<file path="config.mk">
export PLATFORM = sky130hd
export DESIGN_NAME = iot_buffered_port
export DESIGN_NICKNAME = d
export VERILOG_FILES = /design/src/rtl/iot_pkg.sv /design/src/rtl/iot_sync_fifo.sv /design/src/rtl/iot_buffered_port.sv
export SDC_FILE = /design/constraint.sdc
export NUM_CORES = 1
export LEC_CHECK = 0
export CORE_ASPECT_RATIO = 1.5
export CORE_MARGIN = 1.5
export CORE_UTILIZATION = 30
export CTS_CLUSTER_SIZE = 20
export DETAILED_ROUTE_END_ITERATION = 16
export HOLD_SLACK_MARGIN = 0.02
export PLACE_DENSITY = 0.59
export SYNTH_ARGS = -nofsm -noshare
export SYNTH_HDL_FRONTEND = slang
export SYNTH_SLANG_ARGS = --single-unit
</file>
<file path="constraint.sdc">
create_clock -name clk -period 2.6 [get_ports clk]
set_input_delay 0.52 -clock clk [delete_from_list [all_inputs] [get_ports clk]]
set_output_delay 0.52 -clock clk [all_outputs]
set_load 0.01 [all_outputs]
</file>
<file path="src/rtl/iot_pkg.sv">
// rtl/iot_pkg.sv - shared IOT device constants, width-sized typedef macros and status struct
`ifndef IOT_PKG_SV
`define IOT_PKG_SV

`define IOT_WORD_T(W) logic [(W)-1:0]
`define IOT_PTR_T(D)  logic [$clog2(D)-1:0]
`define IOT_CNT_T(D)  logic [$clog2(D):0]

package iot_pkg;
  localparam int unsigned IOT_DEF_WIDTH = 8;
  localparam int unsigned IOT_DEF_DEPTH = 4;

  typedef struct packed {
    logic ready;
    logic tx_ready;
    logic err;
  } iot_status_t;
endpackage

`endif

</file>
<file path="src/rtl/iot_sync_fifo.sv">
// rtl/iot_sync_fifo.sv - single-clock FIFO, power-of-two depth, head reads as 0 when empty
module iot_sync_fifo
  import iot_pkg::*;
#(
  parameter int unsigned WIDTH = IOT_DEF_WIDTH,
  parameter int unsigned DEPTH = IOT_DEF_DEPTH
) (
  input  logic               clk,
  input  logic               nrst,
  input  logic               push,
  input  logic               pop,
  input  `IOT_WORD_T(WIDTH)  wdata,
  output `IOT_WORD_T(WIDTH)  rdata,
  output logic               empty,
  output logic               full,
  output `IOT_CNT_T(DEPTH)   count
);
  localparam int unsigned PW = $clog2(DEPTH);
  localparam `IOT_CNT_T(DEPTH) FULL_CNT = (PW+1)'(DEPTH);

  `IOT_WORD_T(WIDTH) mem_q [DEPTH];
  `IOT_PTR_T(DEPTH)  wr_q, wr_d, rd_q, rd_d;
  `IOT_CNT_T(DEPTH)  cnt_q, cnt_d;

  // Pointers wrap modulo DEPTH through natural overflow of the PW-bit counters.
  always_comb begin
    wr_d  = wr_q;
    rd_d  = rd_q;
    cnt_d = cnt_q;
    if (push) wr_d = wr_q + 1'b1;
    if (pop)  rd_d = rd_q + 1'b1;
    case ({push, pop})
      2'b10:   cnt_d = cnt_q + 1'b1;
      2'b01:   cnt_d = cnt_q - 1'b1;
      default: cnt_d = cnt_q;
    endcase
  end

  always_ff @(posedge clk) begin
    if (!nrst) begin
      wr_q  <= '0;
      rd_q  <= '0;
      cnt_q <= '0;
    end else begin
      wr_q  <= wr_d;
      rd_q  <= rd_d;
      cnt_q <= cnt_d;
    end
  end

  always_ff @(posedge clk) begin
    if (push) mem_q[wr_q] <= wdata;
  end

  assign empty = (cnt_q == '0);
  assign full  = (cnt_q == FULL_CNT);
  assign count = cnt_q;
  assign rdata = empty ? '0 : mem_q[rd_q];
endmodule

</file>
<file path="src/rtl/iot_buffered_port.sv">
// rtl/iot_buffered_port.sv - PDP-8 IOT port with TX/RX FIFOs; IOT_IRQ_EN adds ie_set/ie_clr/irq
// Every output comes from a register or FIFO state, never straight from an input.
module iot_buffered_port
  import iot_pkg::*;
#(
  parameter int unsigned WIDTH            = IOT_DEF_WIDTH,
  parameter int unsigned DEPTH            = IOT_DEF_DEPTH,
  parameter bit          CLEARACC_ON_READ = 1'b1
) (
  input  logic             clk,
  input  logic             nrst,
`ifdef IOT_IRQ_EN
  input  logic             ie_set,
  input  logic             ie_clr,
  output logic             irq,
`endif
  input  logic             iot_load,
  input  logic [WIDTH-1:0] iot_dataout,
  input  logic             iot_clear,
  input  logic             iot_clear_err,
  output logic             iot_ready,
  output logic             iot_tx_ready,
  output logic [WIDTH-1:0] iot_datain,
  output logic             iot_clearacc,
  output logic             iot_err,
  output logic             tx_valid,
  output logic [WIDTH-1:0] tx_data,
  input  logic             tx_accept,
  input  logic             rx_strobe,
  input  logic [WIDTH-1:0] rx_data
);
  logic tx_push, tx_pop, tx_empty, tx_full;
  logic rx_push, rx_pop, rx_empty, rx_full;
  `IOT_CNT_T(DEPTH) tx_cnt, rx_cnt;
  logic err_q, err_d, err_set;
  logic clearacc_q, clearacc_d;
  iot_status_t status;
  logic unused_cnt;

  // A pop in the same cycle frees a slot, so a push into a full FIFO still lands.
  assign tx_pop  = !tx_empty && tx_accept;
  assign tx_push = iot_load && (!tx_full || tx_pop);
  assign rx_pop  = iot_clear && !rx_empty;
  assign rx_push = rx_strobe && (!rx_full || rx_pop);
  assign err_set = (iot_load && tx_full && !tx_pop) || (rx_strobe && rx_full && !rx_pop);

  iot_sync_fifo #(.WIDTH(WIDTH), .DEPTH(DEPTH)) u_tx_fifo (
    .clk(clk), .nrst(nrst), .push(tx_push), .pop(tx_pop), .wdata(iot_dataout),
    .rdata(tx_data), .empty(tx_empty), .full(tx_full), .count(tx_cnt)
  );

  iot_sync_fifo #(.WIDTH(WIDTH), .DEPTH(DEPTH)) u_rx_fifo (
    .clk(clk), .nrst(nrst), .push(rx_push), .pop(rx_pop), .wdata(rx_data),
    .rdata(iot_datain), .empty(rx_empty), .full(rx_full), .count(rx_cnt)
  );

  always_comb begin
    err_d = err_q;
    if (err_set)            err_d = 1'b1;
    else if (iot_clear_err) err_d = 1'b0;
    clearacc_d = CLEARACC_ON_READ ? rx_pop : 1'b0;
  end

  always_ff @(posedge clk) begin
    if (!nrst) begin
      err_q      <= 1'b0;
      clearacc_q <= 1'b0;
    end else begin
      err_q      <= err_d;
      clearacc_q <= clearacc_d;
    end
  end

`ifdef IOT_IRQ_EN
  logic ie_q, ie_d, irq_q, irq_d;

  always_comb begin
    ie_d = ie_q;
    if (ie_set)      ie_d = 1'b1;
    else if (ie_clr) ie_d = 1'b0;
    irq_d = ie_d && (!rx_empty || tx_empty);
  end

  always_ff @(posedge clk) begin
    if (!nrst) begin
      ie_q  <= 1'b0;
      irq_q <= 1'b0;
    end else begin
      ie_q  <= ie_d;
      irq_q <= irq_d;
    end
  end

  assign irq = irq_q;
`endif

  assign status       = '{ready: !rx_empty, tx_ready: !tx_full, err: err_q};
  assign iot_ready    = status.ready;
  assign iot_tx_ready = status.tx_ready;
  assign iot_err      = status.err;
  assign iot_clearacc = clearacc_q;
  assign tx_valid     = !tx_empty;
  assign unused_cnt   = ^{tx_cnt, rx_cnt};
endmodule

</file>
==> metrics.md <==
| Metric | Value |
|---|---|
| Summed instance area of the synthesized netlist | `3470 sq um` |
| Count of max-cap constraint violations | `0` |
| Final critical-path share of the clock period | `96.7%` |
| Number of cells on the worst reg-to-reg path | `8` |
| Top area cells in the synthesized netlist | `edfxtp_1 55%, dfxtp_1 12%, mux4_2 10%, and2_1 4.0%, ha_1 3.6%` |
| Initial standard-cell utilization of the core | `30.4%` |
| Minimum period implied by the final worst setup slack | `2.51 ns` |
| Number of standard cells after synthesis | `217` |
| Min-Delay Path Class | `register to register` |
| Antenna violations before repair | `0` |
| CP Capture Type | `primary output` |
| Top-Level Pins | `44` |
| End point of the most critical hold path | `u_rx_fifo.rd_q[0]` |
| Placeable core region | `11400 sq um` |
| Maximum number of pins on one net before global-route repair | `18` |
| Worst hold stages | `2` |
| Latest clock arrival within the worst-skew pair | `0.34 ns` |
| Critical register-to-register path endpoint | `u_rx_fifo.count[2]` |
| Clock transition time at the flip-flop clock pins of the worst setup and hold paths | `0.06 ns` |
| Share of layout cells above drive strength 1 | `15.6%` |
| Post-Route Skew | `0.00675 ns` |
| Fin cells | `426` |
| Worst Setup Path Type | `register to primary output` |
| Setup repair after global routing missed its margin | `false` |
| Peak supply drop | `0.350 mV` |
| Post-placement cell count | `410` |
| Die extent in y | `135 um` |
| Biggest cell delay along the critical path | `0.52 ns` |
| Worst reg-to-reg setup slack | `0.24 ns` |
| Quantity of gates resized following cts | `0` |
| Flops & latches, synth | `84` |
| Num rows | `48` |
| Ant diodes | `0` |
| Result of the run | `finished clean` |
| Post-CTS Hold Fix Bufs | `0` |
| First-iteration detailed-routing DRC count | `44` |
| Commonest cells in the netlist | `64 x edfxtp_1, 22 x and2_1, 20 x dfxtp_1` |
| Critical path data required time | `2.08 ns` |
| Clk sinks | `84` |
| List of cells traversed by the critical path | `buf_6, mux4_2, and2b_1, clkdlybuf4s50_1` |
| Quantity of I/O buffers inserted on ports | `43` |
| Mapped Nets | `252` |
| Total congestion overflow after global routing | `0` |
| DRC violations left | `0` |
| EDFF count, synth | `64` |
| Wire length of the first global-routing pass | `9.45 mm` |
| Final Slew Violations | `0` |
| Hold Violations, Final | `0` |
| Mean number of vias per cell | `4.46` |
| Global placer's final weighted congestion | `0.737` |
| Worst Min Path Start | `u_rx_fifo.rd_q[0]` |
| Area overhead of the layout relative to synthesis | `27.8%` |
| Top-count cell post-synth | `edfxtp_1` |
| Area of the die | `12200 sq um` |
| Clock tree from TritonCTS | `done` |
| Worst reg2reg path startpoint | `u_rx_fifo.count[0]` |
| Worst Max-Slew Pin Slew | `0.459 ns` |
| Number of warning messages in the yosys log | `0` |
| Avg Cell Area, Syn | `16.0 sq um` |
| Number of endpoints failing setup at the final stage | `0` |
| Register area share after synthesis | `66.9%` |
| Pre-antenna DRT Iters | `4` |
| Deepest level of the CTS H-tree | `3` |
| Total routed wirelength | `6.06 mm` |
| Post-route antenna net violation count | `0` |
| CTS Root Buffer Type | `clkbuf_16` |
| Power Density | `983 nW/um^2` |
| Die span in x | `90.9 um` |
| Dominant cell type by area after synthesis | `edfxtp_1` |
| Leading register cell type out of synthesis | `edfxtp_1` |
| Max Fanout on Critical Path | `8` |
| Critical Path Source Type | `register` |
| Post-CTS Setup Repair Bufs | `0` |
| Area fraction of the dominant cell type after synthesis | `55.3%` |
| Static leakage power | `0.00154 uW` |
| CP max stage cell | `mux4_2` |
| Via count of the first global-routing pass | `1856` |
| Fraction of registers with async set or reset after synthesis | `0%` |
| Buffer depth of the longest clock path | `2` |
| Arrival @ worst endpoint | `1.99 ns` |
| Half-perimeter wire length of the detailed placement result | `4.31 mm` |
| Relative slew slack | `69.4%` |
| Total power after layout | `4360 uW` |
| Vias | `1901` |
| Count of different cell masters after synthesis | `28` |
| Max Freq | `398 MHz` |
| Average detailed-routed wire length per instance | `14.2 um` |
| Total clock buffers created by CTS | `9` |
| Total global routing track utilization | `10.8%` |
| Post-layout nets | `306` |
==> layout make-up <==
| cell class | instances | area [sq um] |
|---|---|---|
| Clock buffer | 9 | 225 |
| Clock inverter | 7 | 83.8 |
| Timing Repair Buffer | 52 | 505 |
| Fill cell | 1078 | 6970 |
| Tap cell | 150 | 188 |
| Sequential cell | 84 | 2320 |
| Multi-Input combinational cell | 111 | 1060 |
| Inverter | 13 | 48.8 |
==> layout by cell type (no fill, tap or decap), types with 2 or more instances in the layout <==
cell type | synthesis | routed
xor2_1 | 2 | 2
mux2i_1 | 4 | 4
ha_1 | 10 | 10
edfxtp_1 | 64 | 64
mux4_2 | 16 | 16
buf_6 | 0 | 2
xnor2_1 | 3 | 3
fa_1 | 2 | 2
clkbuf_16 | 0 | 9
dfxtp_1 | 20 | 20
clkdlybuf4s50_1 | 0 | 43
a21boi_0 | 3 | 3
buf_4 | 0 | 7
o21ai_0 | 9 | 9
and2b_1 | 9 | 9
nand3_1 | 2 | 2
clkinv_4 | 0 | 3
and2_1 | 22 | 22
or3_1 | 5 | 5
inv_1 | 13 | 13
nand2_1 | 14 | 14
==> sequential cells by signal, indices dropped and copies added, names as in the netlist, named ones only <==
register and cells:
u_rx_fifo.count 3, u_tx_fifo.count 3, u_tx_fifo.rd_q 2, u_rx_fifo.rd_q 2
iot_err 1, u_tx_fifo.mem_q 32, iot_clearacc 1, u_tx_fifo.wr_q 2
u_rx_fifo.wr_q 2, u_rx_fifo.mem_q 32
==> power by group <==
part	internal (uW)	switching, uW	leakage [uW]
clock	758	533	0.000148
sequential	1610	98.5	0.000751
combinational	781	584	0.000642
==> how the worst max path moves through the flow <==
stage,start,to,slack [ns],cells after the start
final,register,tx_data[2],0.09,4
after global routing,u_rx_fifo.count[0],iot_datain[5],0.007,3
after CTS,register,tx_data[2],0.01,4
after detailed placement,iot_clear,u_rx_fifo.count[2],-0.16,10
after global placement,iot_clear,u_rx_fifo.count[2],-0.07,10
after floorplan,iot_clear,u_rx_fifo.count[2],0.25,10
==> critical path, delay by kind of cell, from the launching register on <==
kind	cells	cell delay [ns]
and+or+nand+nor	1	0.18
muxes	1	0.52
buffers and inverters	2	0.64
DFF	1	0.33
==> layer usage <==
| metal | share of wire, % | vias up | wire length, um | GRT usage [%] |
|---|---|---|---|---|
| li1 | - | 903 | - | - |
| met1 | 38 | 949 | 2330 | 10.1 |
| met2 | 55 | 36 | 3340 | 20.0 |
| met3 | 3.5 | 13 | 214 | 2.87 |
| met4 | 2.8 | 0 | 171 | 7.55 |
| met5 | 0 | - | 0 | 0 |
==> stage by stage <==
step	worst slack, ns	instance area, sq um	hold WS [ns]	setup TNS [ns]	utilization (%)
CTS	0.0136	4430	0.496	0	38.8
global route	0.00700	4440	0.532	0	38.9
detailed placement	-0.158	4120	0.488	-0.159	36.1
floorplan	0.248	3470	0.457	0	-
finish	0.0864	4440	0.497	0	38.9
global placement	-0.0730	4120	0.470	-0.0730	36.1
==> logic make-up after synthesis <==
family | synth area share [%]
AO/OA/AOI/OAI | 2.63
XOR/XNOR | 1.26
adder cells (fa/ha/maj) | 4.76
buffers and inverters | 2.49
flip-flops | 66.9
multiplexers | 11.5
AND/OR/NAND/NOR | 10.5
Power figures use the tool's default switching activity.
